File: config.mk
export PLATFORM = sky130hd
export DESIGN_NAME = booth4_seq_mult
export DESIGN_NICKNAME = d
export VERILOG_FILES = /design/src/rtl/booth4_seq_mult.sv
export SDC_FILE = /design/constraint.sdc
export NUM_CORES = 1
export LEC_CHECK = 0
export CAP_MARGIN = 20
export CELL_PAD_IN_SITES_DETAIL_PLACEMENT = 1
export CELL_PAD_IN_SITES_GLOBAL_PLACEMENT = 1
export CORE_UTILIZATION = 35
export CTS_BUF_LIST = sky130_fd_sc_hd__clkbuf_8
export CTS_CLUSTER_DIAMETER = 50
export CTS_CLUSTER_SIZE = 16
export DETAILED_ROUTE_END_ITERATION = 7
export PLACE_DENSITY = 0.74
export SYNTH_ARGS = -nofsm -noshare
export SYNTH_HDL_FRONTEND = slang
export SYNTH_SLANG_ARGS = --single-unit
export TNS_END_PERCENT = 100
File: constraint.sdc
create_clock -name clk -period 7.75 [get_ports clk]
set_clock_uncertainty 0.1 [all_clocks]
set_input_delay 1.9375 -clock clk [delete_from_list [all_inputs] [get_ports clk]]
set_output_delay 1.9375 -clock clk [all_outputs]
set_load 0.01 [all_outputs]
File: src/rtl/booth4_seq_mult.sv
// Sequential radix-4 Booth multiplier: one Booth digit per clock, WIDTH/2+1 digit cycles,
// per-operation signed/unsigned mode, valid/ready handshake on both sides.
module booth4_seq_mult #(
    parameter int WIDTH = 8
) (
    input  logic                 clk,
    input  logic                 rst,
    input  logic                 in_valid,
    output logic                 in_ready,
    input  logic [WIDTH-1:0]     a,
    input  logic [WIDTH-1:0]     b,
    input  logic                 is_signed,
    output logic                 out_valid,
    input  logic                 out_ready,
    output logic [2*WIDTH-1:0]   product
);

    localparam int N  = WIDTH / 2 + 1;
    localparam int EW = WIDTH + 2;
    localparam int AW = WIDTH + 4;
    localparam int CW = $clog2(N);
    localparam logic [CW-1:0] LAST = CW'(N - 1);

    typedef enum logic [1:0] {IDLE, CALC, DONE} state_t;

    state_t                state_q, state_d;
    logic [CW-1:0]         cnt_q, cnt_d;
    logic signed [EW-1:0]  a_q, a_d;
    logic signed [AW-1:0]  hi_q, hi_d;
    logic [EW-1:0]         lo_q, lo_d;
    logic                  prev_q, prev_d;
    logic [2*WIDTH-1:0]    prod_q, prod_d;

    logic                  accept;
    logic signed [AW-1:0]  a_wide;
    logic signed [AW-1:0]  pp;
    logic signed [AW-1:0]  sum;

    function automatic logic [EW-1:0] extend(input logic [WIDTH-1:0] v, input logic sgn);
        return {{2{sgn & v[WIDTH-1]}}, v};
    endfunction

    function automatic logic signed [AW-1:0] booth_pp(input logic [2:0] trip,
                                                      input logic signed [AW-1:0] m);
        case (trip)
            3'b001, 3'b010: return m;
            3'b011:         return m <<< 1;
            3'b100:         return -(m <<< 1);
            3'b101, 3'b110: return -m;
            default:        return '0;
        endcase
    endfunction

    // in_ready is forced low while reset is held so nothing is accepted during reset
    assign in_ready  = rst & ((state_q == IDLE) | ((state_q == DONE) & out_ready));
    assign accept    = in_valid & in_ready;
    assign out_valid = (state_q == DONE);
    assign product   = prod_q;

    // Two guard bits on hi_q keep |hi + 2*a_ext| in range for both modes
    assign a_wide = {{(AW-EW){a_q[EW-1]}}, a_q};
    assign pp     = booth_pp({lo_q[1:0], prev_q}, a_wide);
    assign sum    = hi_q + pp;

    always_comb begin
        state_d = state_q;
        cnt_d   = cnt_q;
        a_d     = a_q;
        hi_d    = hi_q;
        lo_d    = lo_q;
        prev_d  = prev_q;
        prod_d  = prod_q;
        if (accept) begin
            state_d = CALC;
            cnt_d   = '0;
            a_d     = extend(a, is_signed);
            lo_d    = extend(b, is_signed);
            hi_d    = '0;
            prev_d  = 1'b0;
        end else begin
            case (state_q)
                CALC: begin
                    // {hi, lo} shifts right two places; consumed multiplier bits leave lo
                    hi_d   = sum >>> 2;
                    lo_d   = {sum[1:0], lo_q[EW-1:2]};
                    prev_d = lo_q[1];
                    cnt_d  = cnt_q + CW'(1);
                    if (cnt_q == LAST) begin
                        state_d = DONE;
                        prod_d  = {hi_d[WIDTH-3:0], lo_d};
                    end
                end
                DONE:    if (out_ready) state_d = IDLE;
                IDLE:    state_d = IDLE;
                default: state_d = IDLE;
            endcase
        end
    end

    always_ff @(posedge clk or negedge rst) begin
        if (!rst) begin
            state_q <= IDLE;
            cnt_q   <= '0;
            a_q     <= '0;
            hi_q    <= '0;
            lo_q    <= '0;
            prev_q  <= 1'b0;
            prod_q  <= '0;
        end else begin
            state_q <= state_d;
            cnt_q   <= cnt_d;
            a_q     <= a_d;
            hi_q    <= hi_d;
            lo_q    <= lo_d;
            prev_q  <= prev_d;
            prod_q  <= prod_d;
        end
    end

endmodule

==> flow_results.xml <==
<?xml version="1.0" encoding="UTF-8"?>
<metrics>
  <group name="sta">
    <metric name="min_period_over_period" unit="%">72.1</metric>
    <metric name="timing.fmax" unit="MHz">179</metric>
    <metric name="fin_worst_hold_slack" unit="ns">0.388</metric>
    <metric name="max_slew_margin" unit="%">33.1</metric>
    <metric name="rsz0062_at_grt" unit="">false</metric>
    <metric name="setup_viol_count_final" unit="">0</metric>
    <metric name="max_slew.worst_pin.slew" unit="ns">1.00</metric>
    <metric name="timing.final.ws_setup" unit="ns">2.16</metric>
    <metric name="finalHoldViolCount" unit="">0</metric>
    <metric name="timing.setup.tns" unit="ns">0</metric>
    <metric name="slew_violations" unit="">0</metric>
    <metric name="layout_min_cycle_time" unit="ns">5.59</metric>
  </group>
  <group name="synth">
    <metric name="synthArstFlopShare" unit="%">100</metric>
    <metric name="syn-num-nets" unit="">395</metric>
    <metric name="number_of_instances_in_the_synthesized_netlist" unit="">359</metric>
    <metric name="synthesis.area" unit="sq mm">0.00311</metric>
    <metric name="post_synth_num_cell_types" unit="">44</metric>
    <metric name="synth_edf_count" unit="">0</metric>
    <metric name="synth-main-ff-cell" unit="">dfrtp_1</metric>
    <metric name="synthesis.yosys.warnings" unit="">0</metric>
    <metric name="synth.yosys.seq_area_share" unit="%">41.0</metric>
    <metric name="syn_avg_cell_area" unit="sq um">8.67</metric>
    <metric name="synth_seq_cells" unit="">51</metric>
  </group>
  <group name="route">
    <metric name="route.detailed.wl_per_inst" unit="um">15.9</metric>
    <metric name="antenna_left" unit="">0</metric>
    <metric name="drt_iter0_markers" unit="">86</metric>
    <metric name="routed_via_density" unit="">5.42</metric>
    <metric name="firstDrtPassIters" unit="">4</metric>
    <metric name="detailroute.via_count" unit="">2661</metric>
    <metric name="finalWirelength" unit="mm">7.80</metric>
    <metric name="detail_route.drc_violations" unit="">0</metric>
  </group>
  <group name="finish">
    <metric name="final-seq-area" unit="sq mm">0.00128</metric>
    <metric name="stdcell_count" unit="">491</metric>
    <metric name="final_layout_size_suffix_gt1_share" unit="%">6.53</metric>
    <metric name="finalNetCount" unit="">418</metric>
    <metric name="fin_util" unit="%">41.7</metric>
    <metric name="layout_commonest_cell" unit="">nand2_1</metric>
    <metric name="multi_input_comb_area" unit="sq mm">0.00169</metric>
    <metric name="area.growth.synth_to_final" unit="%">16.1</metric>
    <metric name="most-common-layout-cells" unit="">nand2_1 (68), dfrtp_1 (51), clkdlybuf4s50_1 (37), o21ai_0 (28), nor2_1 (25)</metric>
    <metric name="fillerInstances" unit="">1057</metric>
    <metric name="antenna_cells" unit="">0</metric>
    <metric name="finish.instance_area" unit="sq mm">0.00361</metric>
  </group>
  <group name="pwr">
    <metric name="p_total" unit="mW">1.80</metric>
    <metric name="power_dens_cells" unit="mW/mm^2">499</metric>
    <metric name="power.static_leakage" unit="nW">1.62</metric>
    <metric name="irDropWorstVdd" unit="mV">0.240</metric>
  </group>
  <group name="worst_setup_path">
    <metric name="critical_path.slowest_cell" unit="">clkdlybuf4s50_1</metric>
    <metric name="worstSetupStartpointType" unit="">primary input</metric>
    <metric name="worst_ep_required_time" unit="ns">5.71</metric>
    <metric name="worst-r2r-cell-count" unit="">12</metric>
    <metric name="worst_ep_arrival_time" unit="ns">3.55</metric>
    <metric name="path_delay_family" unit="">buffers and inverters</metric>
    <metric name="critical_path_class" unit="">primary input to output port</metric>
    <metric name="worst_flop_to_flop_path_endpoint" unit="">hi_q[10]$_DFFE_PN0P_</metric>
    <metric name="critical_path.n_buffers_inverters" unit="">3</metric>
    <metric name="critical_path.max_fanout" unit="">52</metric>
    <metric name="max_stage_delay" unit="ns">0.61</metric>
    <metric name="crit_path_end_kind" unit="">output port</metric>
    <metric name="crit_path_cell_trace" unit="">buf_2 &gt; buf_4 &gt; nor3b_1 &gt; clkdlybuf4s50_1</metric>
    <metric name="reg2reg_setup_slack" unit="ns">3.66</metric>
    <metric name="critical_path_cell_count" unit="">4</metric>
    <metric name="critical_path.reg2reg.startpoint" unit="">prev_q$_DFFE_PN0P_</metric>
  </group>
  <group name="global_route">
    <metric name="grt.overflow.total" unit="">0</metric>
    <metric name="most_crowded_layer_gr" unit="">met2</metric>
    <metric name="grt_first_pass_wirelength" unit="mm">13.5</metric>
    <metric name="antenna_violations_before_repair" unit="">0</metric>
    <metric name="global_route.usage.total" unit="%">18.8</metric>
    <metric name="grt.met3_usage" unit="%">2.13</metric>
    <metric name="first_global_vias" unit="">2729</metric>
    <metric name="grt_start_max_net_pins" unit="">53</metric>
    <metric name="global_routing_met1_resource_utilization" unit="%">25.9</metric>
    <metric name="grt.met2_usage" unit="%">31.7</metric>
  </group>
  <group name="clocking">
    <metric name="cts_setup_buffers" unit="">0</metric>
    <metric name="tritoncts.num_buffers" unit="">5</metric>
    <metric name="clock-sinks" unit="">51</metric>
    <metric name="worst_skew_pair.late_latency" unit="ns">0.30</metric>
    <metric name="ctsResizeCount" unit="">0</metric>
    <metric name="cts.clk_slew.worst_paths" unit="ns">0.09</metric>
    <metric name="cts_tree" unit="">done</metric>
    <metric name="number_of_hold_buffers_added_after_cts" unit="">0</metric>
    <metric name="cts.path.max_buffers" unit="">2</metric>
    <metric name="ctsRootBufferMaster" unit="">clkbuf_8</metric>
    <metric name="cts.htree.levels" unit="">2</metric>
  </group>
  <group name="placed_design">
    <metric name="place_area" unit="sq mm">0.00353</metric>
    <metric name="finalWeightedCongestion" unit="">0.811</metric>
    <metric name="post-place-ws" unit="ns">2.11</metric>
    <metric name="hpwlAfterDp" unit="mm">5.76</metric>
    <metric name="place_inst" unit="">483</metric>
    <metric name="io_buffer_count" unit="">38</metric>
  </group>
  <group name="outcome">
    <metric name="outcome" unit="">complete, no violations</metric>
  </group>
  <group name="die">
    <metric name="fp.coreArea" unit="sq mm">0.00868</metric>
    <metric name="floorplan.rows" unit="">34</metric>
    <metric name="floorplan.initialDensity" unit="%">35.9</metric>
    <metric name="dieArea" unit="sq mm">0.00928</metric>
    <metric name="die_h" unit="um">96.3</metric>
    <metric name="die_x" unit="um">96.3</metric>
    <metric name="design.portCount" unit="">39</metric>
  </group>
  <group name="hold_path">
    <metric name="whs_path_depth" unit="">2</metric>
    <metric name="min-delay-start" unit="">product[10]$_DFFE_PN0P_</metric>
    <metric name="holdPathEnd" unit="">product[10]$_DFFE_PN0P_</metric>
    <metric name="min_path_type" unit="">flip-flop to flip-flop</metric>
  </group>
  <group name="run">
    <metric name="drv_cap" unit="">0</metric>
  </group>
</metrics>
-- layer usage --
layer | vias up | wire length, um
met4 | 0 | 59
li1 | 1298 | -
met5 | - | 0
met2 | 28 | 3880
met3 | 7 | 121
met1 | 1328 | 3740
-- worst max path at each step --
stage,startpoint,end,slack [ns]
floorplan,out_ready,in_ready,3.35
global placement,rst,in_ready,2.08
detailed placement,rst,in_ready,2.11
CTS,rst,in_ready,2.10
global route,rst,in_ready,1.97
finish,rst,in_ready,2.16
-- flip-flops by register name, summed over array words and instances, names as in the netlist --
| name | flops |
|---|---|
| cnt_q | 3 |
| hi_q | 10 |
| state_q | 2 |
| lo_q | 10 |
| a_q | 9 |
| product | 16 |
| prev_q | 1 |
-- logic make-up (layout without fill, tap and decap cells) --
logic type               after synthesis  after routing  synth area share (%)
AO/OA/AOI/OAI                         98             98                  19.3
adder cells (fa/ha/maj)               15             15                  6.27
flip-flops                            51             51                  41.0
XOR/XNOR                              17             17                  4.78
AND/OR/NAND/NOR                      129            129                  18.9
buffers and inverters                 34             58                  4.58
multiplexers                          15             15                  5.27
-- synthesized netlist by cell type, types with 2 or more instances --
cell type,n,area [sq um]
buf_2,6,30.0
inv_1,10,37.5
o21bai_1,3,22.5
o21ai_0,28,140
dfrtp_1,51,1280
a31oi_1,3,18.8
a211o_1,3,26.3
a21o_1,3,22.5
mux2i_1,4,40.0
o31ai_1,4,30.0
ha_1,14,175
o21ai_1,5,25.0
xnor2_1,7,61.3
mux2_2,11,124
a22oi_1,9,67.6
nor2b_1,4,25.0
nand3_1,15,75.1
a211oi_1,3,22.5
or3_1,3,18.8
clkbuf_1,17,63.8
nor3_1,3,15.0
o211ai_1,5,37.5
nand2_1,68,255
nand2b_1,3,18.8
a221oi_1,2,17.5
a21oi_1,24,120
nor2_1,25,93.8
xor2_1,10,87.6
-- power breakdown --
part	leakage (nW)	internal, mW	total [mW]	switching (mW)
combinational	0.926	0.483	1.10	0.618
sequential	0.642	0.394	0.554	0.160
clock	0.0505	0.0610	0.148	0.0868
total	1.62	0.938	1.80	0.864
-- worst reg2reg max path, cell delays in order (launching register included) --
cell and delay (ns):
dfrtp_1 0.93, inv_1 0.43, nor2_1 0.29, a21oi_1 0.12, o22ai_1 0.33, ha_1 0.32, a211oi_1 0.24, o21bai_1 0.17
o21ai_1 0.23, a21oi_1 0.10, or3_1 0.39, a211o_1 0.31, o21ai_1 0.07
-- area by class of cell --
| cell class | instances | area share, % |
|---|---|---|
| clock buffer | 5 | 1.90 |
| clock inverter | 3 | 0.346 |
| inverter | 10 | 1.04 |
| multi-input combinational | 274 | 46.9 |
| sequential | 51 | 35.3 |
| tap | 108 | 3.74 |
| timing repair buffer | 40 | 10.8 |
No activity file was read; power rests on OpenSTA's default activity.
